$ cat config.mk
export PLATFORM = sky130hd
export DESIGN_NAME = pipe_hazard_ctrl
export DESIGN_NICKNAME = d
export VERILOG_FILES = /design/src/rtl/pipe_hazard_ctrl.sv
export SDC_FILE = /design/constraint.sdc
export NUM_CORES = 1
export LEC_CHECK = 0
export ABC_CLOCK_PERIOD_IN_PS = 3000
export BUFFER_PORTS_ARGS = -buffer_cell sky130_fd_sc_hd__buf_2
export CELL_PAD_IN_SITES_DETAIL_PLACEMENT = 0
export CELL_PAD_IN_SITES_GLOBAL_PLACEMENT = 1
export CORE_MARGIN = 10
export CORE_UTILIZATION = 33
export CTS_CLUSTER_DIAMETER = 50
export DETAILED_ROUTE_END_ITERATION = 7
export GPL_TIMING_DRIVEN = 0
export PLACE_DENSITY = 0.92
export SYNTH_ARGS = -nofsm -noshare
export SYNTH_HDL_FRONTEND = slang
export SYNTH_SLANG_ARGS = --single-unit
$ cat constraint.sdc
create_clock -name clk -period 3 [get_ports clk]
set_input_delay 0.3 -clock clk [delete_from_list [all_inputs] [get_ports clk]]
set_output_delay 0.3 -clock clk [all_outputs]
set_load 0.05 [all_outputs]
$ cat src/rtl/pipe_hazard_ctrl.sv
`default_nettype none
// ============================================================================
//  Module      : pipe_hazard_ctrl
//  Description : Pipeline sequencing controller for the 5-stage core.
//                Detects load-use hazards, flushes on taken branches and
//                sequences precise exceptions, external interrupts and
//                exception return through a small state machine with a
//                configurable drain counter.
//                Optional feature macro: PIPE_CTRL_IRQ_EN (interrupt path,
//                IRQ mask and irq_ack present when defined).
//  Revision    : 1.0 - initial release
// ============================================================================
module pipe_hazard_ctrl #(
    parameter int DRAIN_CYCLES = 2
) (
    input  logic       clk,
    input  logic       reset,
    input  logic       id_ex_mem_read,
    input  logic [4:0] id_ex_rt,
    input  logic [4:0] if_id_rs,
    input  logic [4:0] if_id_rt,
    input  logic       branch_taken,
    input  logic       exc_valid,
    input  logic [4:0] exc_code,
    input  logic       irq_req,
    input  logic [4:0] irq_vector,
    input  logic       eret,
    output logic       pc_write,
    output logic [1:0] pc_sel,
    output logic       if_id_write,
    output logic       if_flush,
    output logic       id_flush,
    output logic       ex_flush,
    output logic       epc_write,
    output logic [4:0] vector_out,
    output logic       irq_ack,
    output logic       exc_busy
);

    localparam logic [2:0] c_state_run     = 3'd0;
    localparam logic [2:0] c_state_flush   = 3'd1;
    localparam logic [2:0] c_state_vector  = 3'd2;
    localparam logic [2:0] c_state_handler = 3'd3;
    localparam logic [2:0] c_state_return  = 3'd4;

    localparam logic [1:0] c_pc_plus4  = 2'b00;
    localparam logic [1:0] c_pc_branch = 2'b01;
    localparam logic [1:0] c_pc_vector = 2'b10;
    localparam logic [1:0] c_pc_epc    = 2'b11;

    localparam logic [4:0] c_double_fault = 5'h1F;

    logic [2:0] r_state;
    logic [2:0] w_state_next;
    logic [3:0] r_drain_cnt;
    logic [4:0] r_vector;
    logic       w_in_run;
    logic       w_in_handler;
    logic       w_stall;
    logic       w_exc_take;
    logic       w_irq_take;
    logic [4:0] w_irq_code;

    assign w_in_run     = (r_state == c_state_run);
    assign w_in_handler = (r_state == c_state_handler);

    // A load in EX writing a register that ID reads; r0 never creates a hazard.
    assign w_stall = id_ex_mem_read && (id_ex_rt != 5'd0) &&
                     ((id_ex_rt == if_id_rs) || (id_ex_rt == if_id_rt));

    assign w_exc_take = exc_valid && (w_in_run || w_in_handler);

`ifdef PIPE_CTRL_IRQ_EN
    logic r_irq_mask;
    logic r_irq_ack;

    // Interrupts are only taken from RUN with the mask clear.
    assign w_irq_take = irq_req && w_in_run && !r_irq_mask;
    assign w_irq_code = irq_vector;
    assign irq_ack    = r_irq_ack;

    // Mask is raised on vector entry and dropped on exception return.
    always_ff @(posedge clk or negedge reset) begin
        if (!reset) begin
            r_irq_mask <= 1'b0;
        end else if (r_state == c_state_vector) begin
            r_irq_mask <= 1'b1;
        end else if (r_state == c_state_return) begin
            r_irq_mask <= 1'b0;
        end
    end

    // One-cycle acknowledge, only when the interrupt wins over an exception.
    always_ff @(posedge clk or negedge reset) begin
        if (!reset) begin
            r_irq_ack <= 1'b0;
        end else begin
            r_irq_ack <= w_irq_take && !w_exc_take;
        end
    end
`else
    logic w_unused_irq;

    assign w_irq_take   = 1'b0;
    assign w_irq_code   = 5'd0;
    assign irq_ack      = 1'b0;
    assign w_unused_irq = &{1'b0, irq_req, irq_vector};
`endif

    assign vector_out = r_vector;
    assign exc_busy   = !(w_in_run || w_in_handler);

    // State register.
    always_ff @(posedge clk or negedge reset) begin
        if (!reset) begin
            r_state <= c_state_run;
        end else begin
            r_state <= w_state_next;
        end
    end

    // Next-state selection.
    always_comb begin
        w_state_next = r_state;
        case (r_state)
            c_state_run: begin
                if (w_exc_take || w_irq_take) begin
                    w_state_next = c_state_flush;
                end
            end
            c_state_handler: begin
                if (w_exc_take) begin
                    w_state_next = c_state_flush;
                end else if (eret && !w_stall) begin
                    w_state_next = c_state_return;
                end
            end
            c_state_flush: begin
                if (r_drain_cnt <= 4'd1) begin
                    w_state_next = c_state_vector;
                end
            end
            c_state_vector:  w_state_next = c_state_handler;
            c_state_return:  w_state_next = c_state_run;
            default:         w_state_next = c_state_run;
        endcase
    end

    // Drain counter and cause-code capture on event acceptance.
    always_ff @(posedge clk or negedge reset) begin
        if (!reset) begin
            r_drain_cnt <= 4'd0;
            r_vector    <= 5'd0;
        end else if (w_exc_take) begin
            r_drain_cnt <= 4'(DRAIN_CYCLES);
            r_vector    <= w_in_run ? exc_code : c_double_fault;
        end else if (w_irq_take) begin
            r_drain_cnt <= 4'(DRAIN_CYCLES);
            r_vector    <= w_irq_code;
        end else if ((r_state == c_state_flush) && (r_drain_cnt != 4'd0)) begin
            r_drain_cnt <= r_drain_cnt - 4'd1;
        end
    end

    // Pipeline control outputs per state and same-cycle event priority.
    always_comb begin
        pc_write    = 1'b1;
        pc_sel      = c_pc_plus4;
        if_id_write = 1'b1;
        if_flush    = 1'b0;
        id_flush    = 1'b0;
        ex_flush    = 1'b0;
        epc_write   = 1'b0;
        case (r_state)
            c_state_flush: begin
                pc_write = 1'b0;
                if_flush = 1'b1;
                id_flush = 1'b1;
                ex_flush = 1'b1;
            end
            c_state_vector: begin
                pc_sel   = c_pc_vector;
                if_flush = 1'b1;
            end
            c_state_return: begin
                pc_sel   = c_pc_epc;
                if_flush = 1'b1;
            end
            default: begin
                if (w_exc_take || w_irq_take) begin
                    pc_write  = 1'b0;
                    if_flush  = 1'b1;
                    id_flush  = 1'b1;
                    ex_flush  = 1'b1;
                    epc_write = w_in_run;
                end else if (w_stall) begin
                    pc_write    = 1'b0;
                    if_id_write = 1'b0;
                    id_flush    = 1'b1;
                end else if (branch_taken) begin
                    pc_sel   = c_pc_branch;
                    if_flush = 1'b1;
                end
            end
        endcase
    end

endmodule
`default_nettype wire

# Yosys cells after proc, flatten, opt, wreduce, memory -nomap -nowiden
# Cells that the tools add are included.
# word_totals
output_inout_bits	15
reg_bits	12
elab_cells	58
in_bits	32
# op_classes
add_sub_neg	1
eq_ne	9
reduce_logical	16
n_lt_le_gt_ge	1
mux	28
# ops
cell	count
$mux W1	16
$mux W3	4
$pmux W3 S4	1
$eq A5 B5 Y1	2
$mux W4	2
$eq A3 B2 Y1 const B	2
$pmux W1 S2	3
$pmux W2 S3	1
$logic_and A1 B1 Y1	5
$mux W5	1
$reduce_bool A5 Y1	1
$le A4 B1 Y1 const B	1
$reduce_bool A4 Y1	1
$sub A4 B1 Y4 const B	1
$eq A3 B1 Y1 const B	1
$eq A3 B3 Y1 const B	1
$logic_not A3 Y1	1
$ne A3 B1 Y1 const B	1
$reduce_and A3 Y1	1
$reduce_or A3 Y1	1
$logic_not A1 Y1	2
$logic_or A1 B1 Y1	2
$ne A2 B1 Y1 const B	1
$ne A2 B2 Y1 const B	1
other kinds (2)	2

# Logic depth before layout (Yosys ltp)
# depth
ltp_word	8
ltp_mapped	7
depth_no_buf	7

# Least setup slack after synthesis
# Ideal clock, no wire load.
# synth_timing
kind	reg2out
start	register r_state[1]
end	output if_flush
path_slack_ns	0.482
t_arrival_ns	2.218
path_stages_with_launch	7
cell_sequence	dfrtp_1 buf_2 inv_1 o21ai_0 a21oi_1 nor2_1 o21ai_0
# synth_via
elab_chain_len	5
word_cells_on_any_way	10
classes_between	eq/ne (4); mux (2); reduce/logical (4)
# synth_lines
element	line	rtl
start: declaration	53	logic [2:0] r_state;
start signal: assignment	116	r_state <= c_state_run;
start signal: assignment	118	r_state <= w_state_next;
$eq A3 B2 Y1 / $logic_not A3 Y1 (equally long branches)	65, 64	
$logic_or A1 B1 Y1	71	assign w_exc_take = exc_valid && (w_in_run || w_in_handler);
$logic_and A1 B1 Y1	71	
$mux W1	190	if (w_exc_take || w_irq_take) begin
$mux W1 *	174	case (r_state)
end: declaration	31	output logic if_flush,
# Every way passes the cells marked *; elsewhere a longest branch is shown, timed or not.

# Worst setup path in the final report
# layout_timing
start	register r_state[1]
end	output pc_sel[0]
# layout_via
elab_chain_len	5
word_cells_on_any_way	9
classes_between	eq/ne (4); mux (2); reduce/logical (3)
# layout_lines
element	line	rtl
$eq A3 B2 Y1 / $logic_not A3 Y1 (equally long branches)	65, 64	
$logic_or A1 B1 Y1	71	
$logic_and A1 B1 Y1	71	
$mux W1	190	
$pmux W2 S3 *	174	
end: declaration	29	output logic [1:0] pc_sel,
# Marks and branches as above.

==> results.md <==
* GP Congestion at 0.746
* Port bufs at 39
* Combinational fraction of design power at 64.0%
* Share of cells above drive strength 1 at 36.6%
* Setup bufs post-CTS at 0
* Setup clock skew after layout at 0.00187 ns
* Starting DRC count in detailed routing at 30
* IO Count at 47
* Core Area at 0.00248 sq mm
* Net Count, Synth at 133
* Max Fanout on Critical Path at 9
* Sequential area share after synthesis at 35.0%
* Antenna diode count at 0
* WL per Instance at 13.5 um
* Initial core utilization at 34.6%
* Setup-failing EPs final at 0
* Max Cap Viol at 0
* CP Launch Type: flop
* Syn. warnings at 0
* Fin. Hold Viols at 0
* Post-CTS resize count at 0
* Status: complete, no violations
* Vias/cell at 4.86
* Initial antenna violation count at 0
* Post-synthesis cell count at 98
* Dominant cells by area after synthesis: dfrtp_1, xor2_1, xnor2_1, o22a_1, nand2_1
* Root buffer cell: clkbuf_4
* H-tree depth at 1
* DRC errors left at 0
* Synth Area in Simple Gates at 18.7%
* Mean Syn Cell Area at 8.76 sq um
* Post-synthesis mux area share at 0%
* Data arrival, critical path at 1.85 ns
* CTS Buf Count at 3
* Post-Route WL at 2320 um
* Largest net degree at the start of global routing at 13
* RSZ-0062 raised after global routing: no
* Yosys top cell by area: dfrtp_1
* Fin crit period at 2.15 ns
* Final period util at 71.5%
* DIE HEIGHT at 71 um
* Number of flops mapped to enable cells by yosys at 0
* Crit path capture type: output port
* P_int at 0.535 mW
* CP required at 2.70 ns
* Setup TNS at 0 ns
* Power per cell area at 997 mW/mm^2
* DP HPWL at 1950 um
* Total chip power at 1.13 mW
* Number of synthesized register bits at 12
* Global-route wire length before repair at 3960 um
* Synth Area in Adders at 4.37%
* Antenna Nets Post-Route at 0
* Clock transition at path regs at 0.08 ns
* Nets at 178
* Kind of critical path: reg -> out
* FMAX at 466 MHz
* GRT Total Usage at 9.25%
* Type of the most critical hold path: in -> reg
* Area of the die at 0.00504 sq mm
* Net Sw Frac at 52.8%
* XOR/XNOR share of the synthesized area at 14.3%
* Clock share of power at 11.8%
* Largest family of logic cells by synthesized area: compound AO/OA/AOI/OAI gates
* Final slew viol count at 0
* Pleak at 0.552 nW
* Vias in the first global route at 979
* Total gr overflow at 0
* Post-synth top cells: dfrtp_1, nand2_1, nor2_1
* Synth top area share at 35.0%
* Flop pwr share at 24.2%
* Peak supply drop at 0.553 mV
* Routed vias at 836
* Yosys cell types at 30
* Fraction of the mapped netlist area in compound gates at 21.1%
* CTS max path bufs at 2
* Row count at 18
* Cell with the most instances after synthesis: dfrtp_1
* Horiz. Die Dim at 71 um
* CTS tree: yes
* Psw at 0.599 mW
* Async set-reset flop share out of synthesis at 100%
* Top_reg_cell synth: dfrtp_1
* Final Core Density at 45.9%
* Syn Std Cell Area at 858 sq um
* Worst-Skew Late Latency at 0.28 ns
* Pre-antenna DRT Iters at 4
* Area Growth Syn to Fin at 32.5%
* CTS Sinks at 12
[cell families after synthesis]
logic type / after synthesis
AOI/OAI and AO/OA: 22
xor gates and xnor gates: 14
adders and majority gates: 3
buffers and inverters: 12
DFF: 12
other: 1
and+or+nand+nor: 34
[sequential cells by signal (all words and copies together) (netlist names)]
signal,flops
vector_out,5
r_state,3
r_drain_cnt,4
[layer usage]
layer	GRT usage (%)	routed length (um)	vias up
met3	3.77	178	2
met4	4.30	22	0
met2	17.7	1250	27
met5	0	0	-
met1	8.16	868	384
li1	-	-	423
[final cells by class]
cell class              instances  area, sq um
plain buffers                   5         26.3
multi-input cells              74          505
well taps                      30         37.5
clock buffers                   4         36.3
repair buffers                 40          205
inverters                       7         26.3
flip-flops and latches         12          300
fillers                       250         1340
[final timing paths]
check                                      startpoint                    endpoint  slack [ns]  depth (start not counted)
setup reg to reg           r_drain_cnt[0]$_DFFE_PN0P_  r_drain_cnt[2]$_DFFE_PN0P_        1.37                          6
min in group asynchronous                       reset  r_drain_cnt[0]$_DFFE_PN0P_        0.41                          2
max in group asynchronous                       reset   vector_out[0]$_DFFE_PN0P_        2.37                          2
setup / recovery               r_state[1]$_DFFE_PN0P_                   pc_sel[0]        0.85                          7
hold reg to reg             vector_out[3]$_DFFE_PN0P_   vector_out[3]$_DFFE_PN0P_        0.49                          1
hold / removal                            exc_code[3]   vector_out[3]$_DFFE_PN0P_        0.25                          2
[cell usage in the layout (no fill, tap or decap), drive strengths merged, types with 3 or more instances in the layout]
master / instances
nand2b: 3
nor3: 4
clkbuf: 5
nand3: 3
a21oi: 3
nor2: 9
buf: 43
xnor2: 6
dfrtp: 12
o22a: 6
xor2: 8
inv: 7
ha: 3
o21ai: 7
nand2: 11
[per-stage QoR]
| stage | instance area, sq um | setup slack (ns) | hold WS [ns] | cells |
|---|---|---|---|---|
| after floorplan | 858 | 0.482 | 0.00441 | 98 |
| after global placement | 1090 | 1.01 | 0.184 | 167 |
| after detailed placement | 1090 | 0.965 | 0.194 | 167 |
| after CTS | 1140 | 0.837 | 0.250 | 172 |
| after global routing | 1140 | 0.675 | 0.246 | 172 |
| final | 1140 | 0.854 | 0.252 | 172 |
[worst max-delay path, stage by stage (launching register included)]
cell and delay (ns):
dfrtp_1 0.36, buf_2 0.18, nor2_1 0.20, nand2b_1 0.19, nand2b_1 0.07, a21o_1 0.16, o21ai_0 0.12, buf_2 0.28
[power by group through the flow]
| stage | logic, mW | clock network, mW | registers [mW] |
|---|---|---|---|
| after CTS | 0.737 | 0.134 | 0.275 |
| final | 0.726 | 0.134 | 0.274 |
| after global routing | 0.792 | 0.142 | 0.284 |
| after detailed placement | 0.731 | 0 | 0.279 |
| after floorplan | 0.455 | 0 | 0.387 |
| after global placement | 0.710 | 0 | 0.276 |
[what timing repair did]
action | in CTS | in global routing
hold buffers | 1 | 0
endpoints found under the hold margin | 12 | 0
setup endpoints to repair | 0 | 0
Note: power is estimated with default switching activity, not from simulation.
